[src/rtl/pipeline_perf_pkg.sv]
// Shared definitions for the pipeline performance counter bank:
// event slot numbering, default bank size and the increment helper.
package pipeline_perf_pkg;

  localparam int NUM_EVENTS_DEFAULT = 4;

  localparam int EV_STALL      = 0;
  localparam int EV_MISPREDICT = 1;
  localparam int EV_FLUSH      = 2;
  localparam int EV_LOADUSE    = 3;

  // Widest counter the helper supports; narrower counters zero-extend into it.
  localparam int SAT_W = 64;

  // Returns {overflow, next}. Overflow flags an increment attempted at the
  // all-ones value; next either sticks at all-ones or wraps to zero.
  function automatic logic [SAT_W:0] sat_inc(input logic [SAT_W-1:0] value,
                                            input int unsigned      width,
                                            input logic             saturate);
    logic [SAT_W-1:0] max_val;
    logic [SAT_W:0]   result;
    if (width >= SAT_W) max_val = '1;
    else                max_val = (64'd1 << width) - 64'd1;
    result = '0;
    if (value >= max_val) begin
      result[SAT_W]     = 1'b1;
      result[SAT_W-1:0] = saturate ? max_val : '0;
    end else begin
      result[SAT_W-1:0] = value + 64'd1;
    end
    return result;
  endfunction

endpackage

[src/rtl/perf_counter_cell.sv]
// One CNT_W-bit performance counter with hold, clear, wrap/saturate
// arithmetic and a sticky overflow flag. capture_val is the value the
// counter takes after this cycle's increment, ignoring clear, so that a
// snapshot taken in a clear cycle still sees this cycle's event.
module perf_counter_cell
  import pipeline_perf_pkg::*;
#(
  parameter int CNT_W    = 32,
  parameter bit SATURATE = 1'b1
) (
  input  logic             clk,
  input  logic             rst,
  input  logic             clear,
  input  logic             hold,
  input  logic             inc,
  output logic [CNT_W-1:0] capture_val,
  output logic             ovf
);

  logic [CNT_W-1:0] count;
  logic [SAT_W:0]   inc_res;
  logic [CNT_W-1:0] inc_val;
  logic             step_ovf;
  logic             step_en;

  assign inc_res     = sat_inc(SAT_W'(count), CNT_W, SATURATE);
  assign inc_val     = inc_res[CNT_W-1:0];
  assign step_ovf    = inc_res[SAT_W];
  assign step_en     = inc & ~hold;
  assign capture_val = step_en ? inc_val : count;

  if (CNT_W < SAT_W) begin : g_hi
    logic unused_hi;
    assign unused_hi = |inc_res[SAT_W-1:CNT_W];
  end

  // Counter and sticky overflow update; clear wins over counting.
  always_ff @(posedge clk) begin
    if (rst) begin
      count <= '0;
      ovf   <= 1'b0;
    end else if (clear) begin
      count <= '0;
      ovf   <= 1'b0;
    end else if (step_en) begin
      count <= inc_val;
      if (step_ovf) ovf <= 1'b1;
    end
  end

endmodule

[src/rtl/pipeline_perf_counter_bank.sv]
// Bank of one cycle counter plus NUM_EVENTS event counters with a window
// timer for periodic snapshots, on-demand snapshots and a registered
// indexed read port over the snapshot registers.
module pipeline_perf_counter_bank
  import pipeline_perf_pkg::*;
#(
  parameter int NUM_EVENTS = NUM_EVENTS_DEFAULT,
  parameter int CNT_W      = 32,
  parameter bit SATURATE   = 1'b1,
  parameter int WINDOW_W   = 16,
  localparam int IDX_W     = $clog2(NUM_EVENTS + 1)
) (
  input  logic                  clk,
  input  logic                  rst,
  input  logic                  enable,
  input  logic                  freeze,
  input  logic                  clear,
  input  logic [NUM_EVENTS-1:0] events,
  input  logic [WINDOW_W-1:0]   window_len,
  input  logic                  snap_req,
  input  logic                  rd_req,
  input  logic [IDX_W-1:0]      rd_idx,
  output logic                  rd_valid,
  output logic [CNT_W-1:0]      rd_data,
  output logic [NUM_EVENTS:0]   ovf,
  output logic                  snap_pulse,
  output logic [15:0]           snap_count
);

  localparam int NUM_CNT = NUM_EVENTS + 1;

  logic                count_mode;
  logic                auto_snap;
  logic                snap_take;
  logic [NUM_CNT-1:0]  cnt_inc;
  logic [CNT_W-1:0]    live_next [NUM_CNT];
  logic [CNT_W-1:0]    snap_bank [NUM_CNT];
  logic [WINDOW_W-1:0] win_timer;
  logic [CNT_W-1:0]    rd_mux;

  assign count_mode = enable & ~freeze;
  assign cnt_inc    = {events, 1'b1};

  // A timer already past a shortened window fires on the next counted cycle.
  assign auto_snap = count_mode && (window_len != '0) &&
                     (win_timer >= (window_len - WINDOW_W'(1)));
  assign snap_take = snap_req | auto_snap;

  // Slot 0 is the free-running cycle counter, slot i+1 counts events[i].
  for (genvar i = 0; i < NUM_CNT; i++) begin : g_cnt
    perf_counter_cell #(
      .CNT_W   (CNT_W),
      .SATURATE(SATURATE)
    ) u_cell (
      .clk        (clk),
      .rst        (rst),
      .clear      (clear),
      .hold       (~count_mode),
      .inc        (cnt_inc[i]),
      .capture_val(live_next[i]),
      .ovf        (ovf[i])
    );
  end

  // Window timer advances only on counted cycles and reloads when it fires.
  always_ff @(posedge clk) begin
    if (rst) begin
      win_timer <= '0;
    end else if (clear) begin
      win_timer <= '0;
    end else if (count_mode && (window_len != '0)) begin
      win_timer <= auto_snap ? '0 : win_timer + WINDOW_W'(1);
    end
  end

  // Snapshot bank captures post-update live values, one snapshot per cycle.
  always_ff @(posedge clk) begin
    if (rst) begin
      for (int i = 0; i < NUM_CNT; i++) snap_bank[i] <= '0;
      snap_pulse <= 1'b0;
      snap_count <= '0;
    end else begin
      snap_pulse <= snap_take;
      if (snap_take) begin
        for (int i = 0; i < NUM_CNT; i++) snap_bank[i] <= live_next[i];
        snap_count <= snap_count + 16'd1;
      end
    end
  end

  // Read mux returns zero for indices beyond the last event counter.
  always_comb begin
    rd_mux = '0;
    for (int i = 0; i < NUM_CNT; i++) begin
      if (rd_idx == IDX_W'(i)) rd_mux = snap_bank[i];
    end
  end

  // Registered read port: data and valid appear the cycle after the request.
  always_ff @(posedge clk) begin
    if (rst) begin
      rd_valid <= 1'b0;
      rd_data  <= '0;
    end else begin
      rd_valid <= rd_req;
      if (rd_req) rd_data <= rd_mux;
    end
  end

endmodule

[config.mk]
export PLATFORM = sky130hd
export DESIGN_NAME = pipeline_perf_counter_bank
export DESIGN_NICKNAME = d
export VERILOG_FILES = /design/src/rtl/pipeline_perf_pkg.sv /design/src/rtl/perf_counter_cell.sv /design/src/rtl/pipeline_perf_counter_bank.sv
export SDC_FILE = /design/constraint.sdc
export NUM_CORES = 1
export LEC_CHECK = 0
export BUFFER_PORTS_ARGS = -buffer_cell sky130_fd_sc_hd__buf_2
export CAP_MARGIN = 30
export CELL_PAD_IN_SITES_DETAIL_PLACEMENT = 0
export CELL_PAD_IN_SITES_GLOBAL_PLACEMENT = 1
export CORE_UTILIZATION = 48
export CTS_BUF_LIST = sky130_fd_sc_hd__clkbuf_8 sky130_fd_sc_hd__clkbuf_16
export DETAILED_ROUTE_END_ITERATION = 8
export GPL_TIMING_DRIVEN = 0
export PLACE_DENSITY_LB_ADDON = 0.3
export SYNTH_ARGS = -nofsm -noshare
export SYNTH_HDL_FRONTEND = slang
export SYNTH_SLANG_ARGS = --single-unit
[constraint.sdc]
create_clock -name clk -period 8.47 [get_ports clk]
set_input_delay 0.4235 -clock clk [delete_from_list [all_inputs] [get_ports clk]]
set_output_delay 0.4235 -clock clk [all_outputs]
set_load 0.05 [all_outputs]
==> flow_metrics.py <==
metrics = {
    "status": {
        "outcome": "finished clean",
    },
    "clock_tree": {
        "clockBufferDepth": 3,
        "cts_setup_buffers": 0,
        "ctsHtreeMaxLevel": 2,
        "post_cts_resized": 0,
        "cts_made_buffers": 42,
        "hold_buffers": 0,
        "cts.clk_slew.worst_paths_ns": 0.06,
        "clockRootBuffer": "clkbuf_16",
        "insertion_delay_ns": 0.55,
        "cts_tree": "done",
        "cts.sinks": 391,
    },
    "hold_path": {
        "hold_class": "in -> reg",
        "hp-start": "events[2]",
        "worstHoldEndpoint": "g_cnt[3].u_cell.count[1]$_SDFF_PP0_",
        "hold_path_depth": 4,
    },
    "yosys": {
        "synth_cells": 1869,
        "yosys_warnings": 0,
        "synth_fp_nets": 1923,
        "async_flop_share_pct": 0,
        "ys_types": 66,
        "synth-seq-cells": 391,
        "yosysSeqAreaShare_pct": 52.5,
        "syn_avg_cell_area_um2": 9.61,
        "synth.cell_area_um2": 18000,
        "synth_top_flop_cell": "dfxtp_1",
        "synth_edf_count": 160,
    },
    "power": {
        "ir_drop_uv": 127,
        "p_leak_nw": 7.14,
        "power_density_nw_per_um2": 206,
        "finalPower_mw": 4.22,
    },
    "drt": {
        "drt_wl_total_um": 52600,
        "drt_iter0_drc": 1484,
        "highest_layer": "met5",
        "wl_per_cell_um": 21.1,
        "firstDrtPassIters": 5,
        "via_count": 14600,
        "viasPerCell": 5.85,
        "ant_nets": 0,
        "met2_length_um": 23300,
        "wl_met3_um": 4250,
        "drc_errors": 0,
        "wl_met1_um": 22900,
    },
    "die": {
        "initial_core_util_pct": 49.0,
        "num_rows": 70,
        "fp.coreArea_um2": 36700,
        "die_w_um": 195,
        "boundaryPins": 85,
        "die_area_um2": 38200,
        "dieHeight_um": 195,
    },
    "worst_setup_path": {
        "crit_fanout": 56,
        "r2r_slack_ns": 4.96,
        "r2r-start": "win_timer[0]$_SDFFE_PP0P_",
        "worstPathRequired_ns": 8.73,
        "endpoint_kind": "register",
        "r2r_end": "snap_bank[0][47]$_SDFFCE_PN0P_",
        "arrival_ns": 4.69,
        "ff2ff_path_depth": 9,
        "critPathLaunchType": "primary input",
        "path_class": "in -> reg",
    },
    "sta": {
        "drv_slew": 0,
        "fin_crit_sh_pct": 52.4,
        "worstMarginPinSlew_ns": 1.05,
        "max_freq_ghz": 0.225,
        "finalCriticalPeriod_ns": 4.44,
        "setup_violations": 0,
        "finalHoldViolCount": 0,
        "whs_ns": 0.293,
        "rsz0062_at_grt": "false",
        "setup_ws_ns": 4.03,
        "finClkSkew_ns": 0.0125,
        "slew_headroom_pct": 29.9,
        "timing.setup.tns_ns": 0,
    },
    "grt": {
        "antenna_found_initial": 5,
        "grt_pass1_wl_um": 79100,
        "grt_max_degree": 62,
        "grt_usage_pct": 27.4,
        "first_global_vias": 13400,
        "overflow": 0,
    },
    "place": {
        "place_area_um2": 19000,
        "gp_congestion": 0.912,
        "io_buffers": 80,
        "place_inst": 2422,
        "hpwl_um": 39000,
        "place_ws_ns": 3.47,
    },
    "layout": {
        "postLayoutCoreUtil_pct": 55.7,
        "drive_gt1_share_pct": 10.4,
        "area_delta_synth_final_pct": 13.9,
        "fin_nets": 2052,
        "instances_no_fill": 2500,
        "fillers": 3284,
        "finalInstanceArea_um2": 20500,
    },
    "job": {
        "max_cap_violations": 0,
    },
}
-- cells by family (layout without fill, tap and decap cells) --
logic type      Yosys count  count (layout)  share of synthesized area [%]
compound gates          293             293                           10.1
fa+ha+maj                24              24                           1.67
flops                   391             391                           52.5
buf+inv                 140             302                           3.45
mux                      50              50                           3.81
other cells               0               1                              0
xor+xnor                137             137                           6.68
simple gates            834             834                           21.8
-- where the power goes --
group	internal (mW)	switching (mW)	leakage, nW
registers	2.02	0.0394	3.55
clock network	1.14	0.766	0.710
logic	0.0726	0.188	2.88
total	3.23	0.993	7.14
-- synthesized netlist by cell type (4+ instances only) --
master | n | share of area, %
nor2_1 | 394 | 8.2
dfxtp_1 | 231 | 26
edfxtp_1 | 160 | 27
a21oi_1 | 143 | 4.0
nand2_1 | 94 | 2.0
nand3_1 | 86 | 2.4
clkbuf_1 | 83 | 1.7
xnor2_1 | 80 | 3.9
xor2_1 | 57 | 2.8
nand4_1 | 53 | 1.8
nor3_1 | 47 | 1.3
o21ai_0 | 42 | 1.2
and3_1 | 36 | 1.3
mux2i_1 | 32 | 1.8
inv_1 | 27 | 0.56
ha_1 | 24 | 1.7
nor4_1 | 24 | 0.84
and2_1 | 22 | 0.77
buf_4 | 22 | 0.92
a22oi_1 | 17 | 0.71
o221ai_1 | 17 | 0.83
a221oi_1 | 14 | 0.68
mux4_2 | 14 | 1.8
and4_1 | 12 | 0.59
or3_1 | 12 | 0.42
or4_1 | 12 | 0.50
nand2b_1 | 10 | 0.35
o31ai_1 | 10 | 0.42
or2_2 | 9 | 0.31
a211oi_1 | 6 | 0.25
a31oi_1 | 6 | 0.21
a21o_1 | 5 | 0.21
nor2b_1 | 5 | 0.17
o21bai_1 | 5 | 0.21
o31a_1 | 5 | 0.24
o21a_1 | 4 | 0.17
-- worst max-delay path by stage --
| stage | slack, ns | end | start |
|---|---|---|---|
| global placement | -0.85 | snap_bank[0][83]$_SDFFCE_PN0P_ | window_len[2] |
| detailed placement | 3.47 | snap_bank[0][84]$_SDFFCE_PN0P_ | window_len[2] |
| finish | 4.03 | snap_bank[0][47]$_SDFFCE_PN0P_ | window_len[2] |
| floorplan | 1.23 | snap_bank[0][0]$_SDFFCE_PN0P_ | window_len[2] |
| CTS | 4.02 | snap_bank[0][115]$_SDFFCE_PN0P_ | window_len[2] |
| global route | 3.79 | snap_bank[0][46]$_SDFFCE_PN0P_ | window_len[2] |
-- layer usage --
| metal | up-vias | track usage (%) |
|---|---|---|
| met5 | - | 0 |
| met1 | 7034 | 38.1 |
| met3 | 91 | 4.89 |
| li1 | 6947 | - |
| met2 | 547 | 42.1 |
| met4 | 2 | 11.4 |
-- cells in the final DEF (no fill, tap or decap), types with 53 or more instances in the layout --
cell | netlist | routed
nand3_1 | 86 | 86
nand4_1 | 53 | 53
edfxtp_1 | 160 | 160
xor2_1 | 57 | 57
dfxtp_1 | 231 | 231
xnor2_1 | 80 | 80
nor2_1 | 394 | 394
buf_2 | 3 | 85
clkbuf_1 | 83 | 83
a21oi_1 | 143 | 143
nand2_1 | 94 | 94
-- critical path, stage by stage --
cell and delay (ns):
buf_2 0.12, nor3_1 0.30, or3b_2 0.51, or2_2 0.34
nor3b_1 0.25, xnor2_1 0.17, ha_1 0.29, nand4_1 0.17
o21bai_1 0.12, a211o_1 0.33, o31ai_2 0.48, buf_2 0.34
nand2b_4 0.40, buf_16 0.37
-- registers in the layout (all words and copies together), names as in the netlist --
signal,count
rd_data,32
rd_valid,1
win_timer,16
snap_count,16
snap_pulse,1
g_cnt.u_cell.ovf,5
snap_bank,160
g_cnt.u_cell.count,160
-- final cells by class --
type                       count  area, um2  share of cell area (%)
sequential                   391       9430                    46.1
multi-input combinational   1338       7920                    38.7
clock buffer                  45       1130                    5.50
tap                          468        586                    2.86
buffer                       111        510                    2.50
timing repair buffer          85        477                    2.33
clock inverter                32        293                    1.43
inverter                      29        109                   0.532
antenna                        1       2.50                  0.0122
No activity file was read; power rests on OpenSTA's default activity.
